==> src/rtl/rv32_isa.sv <==
// RV32 ISA constants and types shared by the instruction encoder.
package rv32_isa;

    localparam int unsigned RegWidth     = 32;
    localparam int unsigned RegAddrWidth = 5;

    // Instruction formats; encodings 6 and 7 are undefined.
    typedef enum logic [2:0] {
        FMT_R = 3'd0,
        FMT_I = 3'd1,
        FMT_S = 3'd2,
        FMT_B = 3'd3,
        FMT_U = 3'd4,
        FMT_J = 3'd5
    } ins_fmt_t;

    // addi x0, x0, 0
    localparam logic [RegWidth-1:0] InsNop = 32'h00000013;

    // Payload carried through both pipeline stages.
    typedef struct packed {
        logic                err;
        logic [RegWidth-1:0] ins;
    } enc_word_t;

    localparam int unsigned EncWordWidth = $bits(enc_word_t);

    // True when v[31:lsb] are all equal, i.e. v is representable as a
    // sign-extended value with lsb+1 significant bits.
    function automatic logic imm_fits(input logic [RegWidth-1:0] v, input int unsigned lsb);
        logic [RegWidth-1:0] hi;
        hi = RegWidth'($signed(v) >>> lsb);
        return (hi == '0) || (hi == '1);
    endfunction

endpackage

==> src/rtl/pipe_reg.sv <==
// One valid/ready register slice with full-throughput ready.
module pipe_reg #(
    parameter int unsigned W = 1
) (
    input  logic         clk,
    input  logic         rst,
    input  logic         in_valid,
    output logic         in_ready_c,
    input  logic [W-1:0] in_data,
    output logic         out_valid,
    input  logic         out_ready,
    output logic [W-1:0] out_data
);

    // Slot can take a word when empty or when its current word leaves this cycle.
    assign in_ready_c = ~out_valid | out_ready;

    // Load on accept, drop valid on drain with nothing behind it.
    always_ff @(posedge clk or posedge rst) begin
        if (rst) begin
            out_valid <= 1'b0;
            out_data  <= '0;
        end else if (in_ready_c) begin
            out_valid <= in_valid;
            if (in_valid) begin
                out_data <= in_data;
            end
        end
    end

endmodule

==> src/rtl/encoder.sv <==
// RV32I instruction encoder: checks and packs fields, two-stage valid/ready pipeline.
module encoder
    import rv32_isa::*;
#(
    parameter bit CHECK_IMM = 1'b1
) (
    input  logic                    iClk,
    input  logic                    iRst,
    input  logic                    iValid,
    output logic                    oReady,
    input  ins_fmt_t                iFmt,
    input  logic [6:0]              iOpCode,
    input  logic [2:0]              iFunc3,
    input  logic [6:0]              iFunc7,
    input  logic [RegAddrWidth-1:0] iRD,
    input  logic [RegAddrWidth-1:0] iRS1,
    input  logic [RegAddrWidth-1:0] iRS2,
    input  logic [RegWidth-1:0]     iImm,
    output logic                    oValid,
    input  logic                    iReady,
    output logic [RegWidth-1:0]     oINS,
    output logic                    oErr
);

    logic [RegWidth-1:0] packed_word;
    logic                imm_bad;
    logic                fmt_bad;
    enc_word_t           s1_d;
    enc_word_t           s1_q;
    enc_word_t           s2_q;
    logic                s1_valid;
    logic                s2_ready;

    // Pack fields by format and detect immediates that cannot be encoded.
    always_comb begin
        packed_word = '0;
        imm_bad     = 1'b0;
        fmt_bad     = 1'b0;
        case (iFmt)
            FMT_R: begin
                packed_word = {iFunc7, iRS2, iRS1, iFunc3, iRD, iOpCode};
            end
            FMT_I: begin
                packed_word = {iImm[11:0], iRS1, iFunc3, iRD, iOpCode};
                imm_bad     = ~imm_fits(iImm, 11);
            end
            FMT_S: begin
                packed_word = {iImm[11:5], iRS2, iRS1, iFunc3, iImm[4:0], iOpCode};
                imm_bad     = ~imm_fits(iImm, 11);
            end
            FMT_B: begin
                packed_word = {iImm[12], iImm[10:5], iRS2, iRS1, iFunc3,
                               iImm[4:1], iImm[11], iOpCode};
                imm_bad     = ~imm_fits(iImm, 12) | iImm[0];
            end
            FMT_U: begin
                packed_word = {iImm[31:12], iRD, iOpCode};
                imm_bad     = |iImm[11:0];
            end
            FMT_J: begin
                packed_word = {iImm[20], iImm[10:1], iImm[11], iImm[19:12], iRD, iOpCode};
                imm_bad     = ~imm_fits(iImm, 20) | iImm[0];
            end
            default: begin
                // Undefined format has no layout to pack into.
                fmt_bad = 1'b1;
            end
        endcase
    end

    // Rejected requests still occupy a slot, carrying a NOP.
    always_comb begin
        s1_d.err = fmt_bad | (CHECK_IMM & imm_bad);
        s1_d.ins = s1_d.err ? InsNop : packed_word;
    end

    pipe_reg #(.W(EncWordWidth)) u_stage1 (
        .clk        (iClk),
        .rst        (iRst),
        .in_valid   (iValid),
        .in_ready_c (oReady),
        .in_data    (s1_d),
        .out_valid  (s1_valid),
        .out_ready  (s2_ready),
        .out_data   (s1_q)
    );

    pipe_reg #(.W(EncWordWidth)) u_stage2 (
        .clk        (iClk),
        .rst        (iRst),
        .in_valid   (s1_valid),
        .in_ready_c (s2_ready),
        .in_data    (s1_q),
        .out_valid  (oValid),
        .out_ready  (iReady),
        .out_data   (s2_q)
    );

    assign oINS = s2_q.ins;
    assign oErr = s2_q.err;

endmodule

==> config.mk <==
export PLATFORM = sky130hd
export DESIGN_NAME = encoder
export DESIGN_NICKNAME = d
export VERILOG_FILES = /design/src/rtl/rv32_isa.sv /design/src/rtl/pipe_reg.sv /design/src/rtl/encoder.sv
export SDC_FILE = /design/constraint.sdc
export NUM_CORES = 1
export LEC_CHECK = 0
export BUFFER_PORTS_ARGS = -buffer_cell sky130_fd_sc_hd__buf_2
export CAP_MARGIN = 0
export CORE_ASPECT_RATIO = 0.9
export CORE_MARGIN = 5
export CORE_UTILIZATION = 53
export CTS_BUF_LIST = sky130_fd_sc_hd__clkbuf_16
export DETAILED_ROUTE_END_ITERATION = 10
export PLACE_DENSITY = 0.77
export SKIP_CTS_REPAIR_TIMING = 1
export SLEW_MARGIN = 20
export SYNTH_ARGS = -nofsm -noshare
export SYNTH_HDL_FRONTEND = slang
export SYNTH_HIERARCHICAL = 1
export SYNTH_SLANG_ARGS = --single-unit
==> constraint.sdc <==
create_clock -name iClk -period 1.45 [get_ports iClk]
set_input_delay 0.2175 -clock iClk [delete_from_list [all_inputs] [get_ports iClk]]
set_output_delay 0.2175 -clock iClk [all_outputs]
set_load 0.02 [all_outputs]
==> impl_metrics.env <==
export IMPL_final_max_slew_viol_count=0
export IMPL_cp_depth=10
export IMPL_rows=29
export IMPL_antenna_cells=0
export IMPL_worst_slack_ns=-0.385
export IMPL_routabilityCongestion=0.876
export IMPL_syn2layout_area_growth_pct=52.7
export IMPL_firstDrtPassIters=4
export IMPL_ant_nets=0
export IMPL_h_tree_depth=3
export IMPL_grt_overflow=0
export IMPL_path_class="in2reg"
export IMPL_clock_skew_ns=0.00792
export IMPL_root_buffer="clkbuf_16"
export IMPL_powerDensity_nw_per_um2=1160
export IMPL_cp_max_fo=4
export IMPL_hold_viol_final=1
export IMPL_setup_violations=33
export IMPL_cts_buffer_depth=2
export IMPL_clock_sinks=68
export IMPL_wl_mm=12.2
export IMPL_crit_chain="buf_6 -> nand4_1 -> or3_4 -> nor4_4 -> buf_4 -> o41ai_4 -> buf_4 -> buf_6 -> a2111oi_4 -> mux2_4"
export IMPL_die_height_um=90.0
export IMPL_cts_made_buffers=9
export IMPL_multi_input_comb_area_um2=2300
export IMPL_antenna_found_initial=0
export IMPL_period_share_pct=127
export IMPL_final_common_cell="buf_2"
export IMPL_cp_slowest_cell="or3_4"
export IMPL_peakVddDrop_v=0.000996
export IMPL_cts_tree="built"
export IMPL_hold_ws_ns=-0.000184
export IMPL_syn_nets=353
export IMPL_grt_pass1_vias=3106
export IMPL_rsz0062_at_grt="yes"
export IMPL_dr_first_iter_drc_count=325
export IMPL_wl_per_cell_um=22.2
export IMPL_p_leak_nw=2.84
export IMPL_cpPeakStageDelay_ns=0.44
export IMPL_initial_core_util_pct=53.8
export IMPL_startpoint_type="input pin"
export IMPL_async_flop_share_pct=100
export IMPL_synth_flop_cell="dfrtp_1"
export IMPL_end_kind="flop"
export IMPL_r2r_start="u_stage2/out_valid$_DFFE_PP0P_"
export IMPL_final_nets=523
export IMPL_seq_area_frac_synth_pct=45.2
export IMPL_place_port_buffers=105
export IMPL_postSynthAreaPerCell_um2=13.4
export IMPL_power_mw=6.69
export IMPL_cap_violations=0
export IMPL_die_area_um2=8890
export IMPL_hold_class="in2async"
export IMPL_vias_per_cell=5.94
export IMPL_grt_pass1_wl_mm=16.2
export IMPL_grt_max_degree=35
export IMPL_route_detailed_drc=0
export IMPL_period_needed_ns=1.83
export IMPL_crit_family="simple AND/OR/NAND/NOR gates"
export IMPL_ys_warn_count=6
export IMPL_synth_area_um2=3770
export IMPL_cp_arrival_ns=2.10
export IMPL_violations="hold timing, setup timing"
export IMPL_seqCellArea_um2=1700
export IMPL_dpl_hpwl_mm=7.49
export IMPL_r2r_cells=5
export IMPL_r2r_slack_ns=0.08
export IMPL_status="complete, but fails checks"
export IMPL_fillerInstances=363
export IMPL_crit_start="iImm[24]"
export IMPL_final_cell_mix="buf_2 (86), dfrtp_1 (68), mux2_4 (63)"
export IMPL_vias=3267
export IMPL_grt_use_total_pct=23.0
export IMPL_clkLatencyLatePin_ns=0.33
export IMPL_ys_types=39
export IMPL_max_slew_margin_pct=64.2
export IMPL_worst_pin_slew_ns=0.536
export IMPL_path_clk_slew_ns=0.06
export IMPL_ios=106
export IMPL_required_ns=1.72
export IMPL_max_freq_ghz=0.545
export IMPL_synth_cells=282
export IMPL_core_area_um2=7000
export IMPL_synth_enable_flop_cells=0
export IMPL_synth_seq_cells=68
export IMPL_drive_above_1_share_pct=68.5
export IMPL_die_width_um=98.9
export IMPL_path_buf_inv=4
sequential cells by signal (all words and copies together), names as in the netlist:
name	flops
u_stage1/out_valid	1
u_stage1/out_data	33
u_stage2/out_valid	1
u_stage2/out_data	33
where the power goes:
part	internal [mW]	total (mW)	switching (mW)
clock	1.67	2.51	0.837
combinational	0.946	1.85	0.900
sequential	2.17	2.34	0.164
synth_stat cells, types with 2 or more instances:
master / instances / area, um^2
buf_12: 6 / 120
a22o_1: 4 / 35.0
nor4_1: 8 / 50.1
mux2i_1: 4 / 40.0
buf_2: 3 / 15.0
mux2_4: 60 / 901
or2b_1: 2 / 15.0
a22oi_1: 28 / 210
mux2_2: 7 / 78.8
clkbuf_1: 5 / 18.8
inv_1: 5 / 18.8
nor3b_1: 4 / 30.0
o22a_1: 5 / 43.8
nand2_4: 2 / 22.5
nand2b_4: 2 / 27.5
nand3_1: 4 / 20.0
nor2_1: 5 / 18.8
nand4_1: 5 / 31.3
a21oi_1: 4 / 20.0
a211o_1: 3 / 26.3
buf_6: 4 / 45.0
nor3_1: 26 / 130
dfrtp_1: 68 / 1700
o21ai_0: 3 / 15.0
per-layer routing:
metal	routed length, um	GRT usage [%]	share of wire (%)	vias to the layer above
met5	0	0	0	-
met4	293	6.37	2.4	0
met3	890	5.03	7.3	28
met2	6250	36.9	51	179
met1	4770	31.5	39	1636
li1	-	-	-	1424
cells by family after synthesis:
logic type / after synthesis / share of synthesized area [%]
multiplexers: 71 / 27.1
flip-flops: 68 / 45.2
AND/OR/NAND/NOR: 65 / 10.8
AO/OA/AOI/OAI: 53 / 10.8
buffers and inverters: 24 / 5.98
XOR/XNOR: 1 / 0.233
final timing paths:
check	end
worst max-delay path	u_stage1/out_data[29]$_DFFE_PP0P_
worst min-delay path	u_stage1/out_valid$_DFFE_PP0P_
worst max register to register	u_stage1/out_data[1]$_DFFE_PP0P_
worst min register to register	u_stage2/out_data[18]$_DFFE_PP0P_
max in group asynchronous	u_stage2/out_data[17]$_DFFE_PP0P_
min in group iClk	u_stage1/out_valid$_DFFE_PP0P_
area by class of cell:
cell class	count	area share (%)
multi-input cells	193	40.0
well taps	93	2.02
clock inverters	7	2.00
inverters	5	0.326
clock buffers	9	3.92
flip-flops and latches	68	29.6
repair buffers	175	22.1
stage by stage:
stage	util (%)	setup TNS (ns)	setup slack, ns	area (um^2)	std cells
floorplan	-	-6.84	-0.304	3800	282
global placement	67.4	-21.24	-0.778	4720	517
detailed placement	67.4	-22.49	-0.772	4720	517
CTS	72.3	-11.56	-0.445	5060	533
global route	82.1	-11.53	-0.424	5750	550
finish	82.1	-10.15	-0.385	5750	550
worst min-delay path, stage by stage:
cell and delay, ns:
buf_2 0.10, inv_1 0.04, buf_4 0.39
Power figures use the tool's default switching activity.
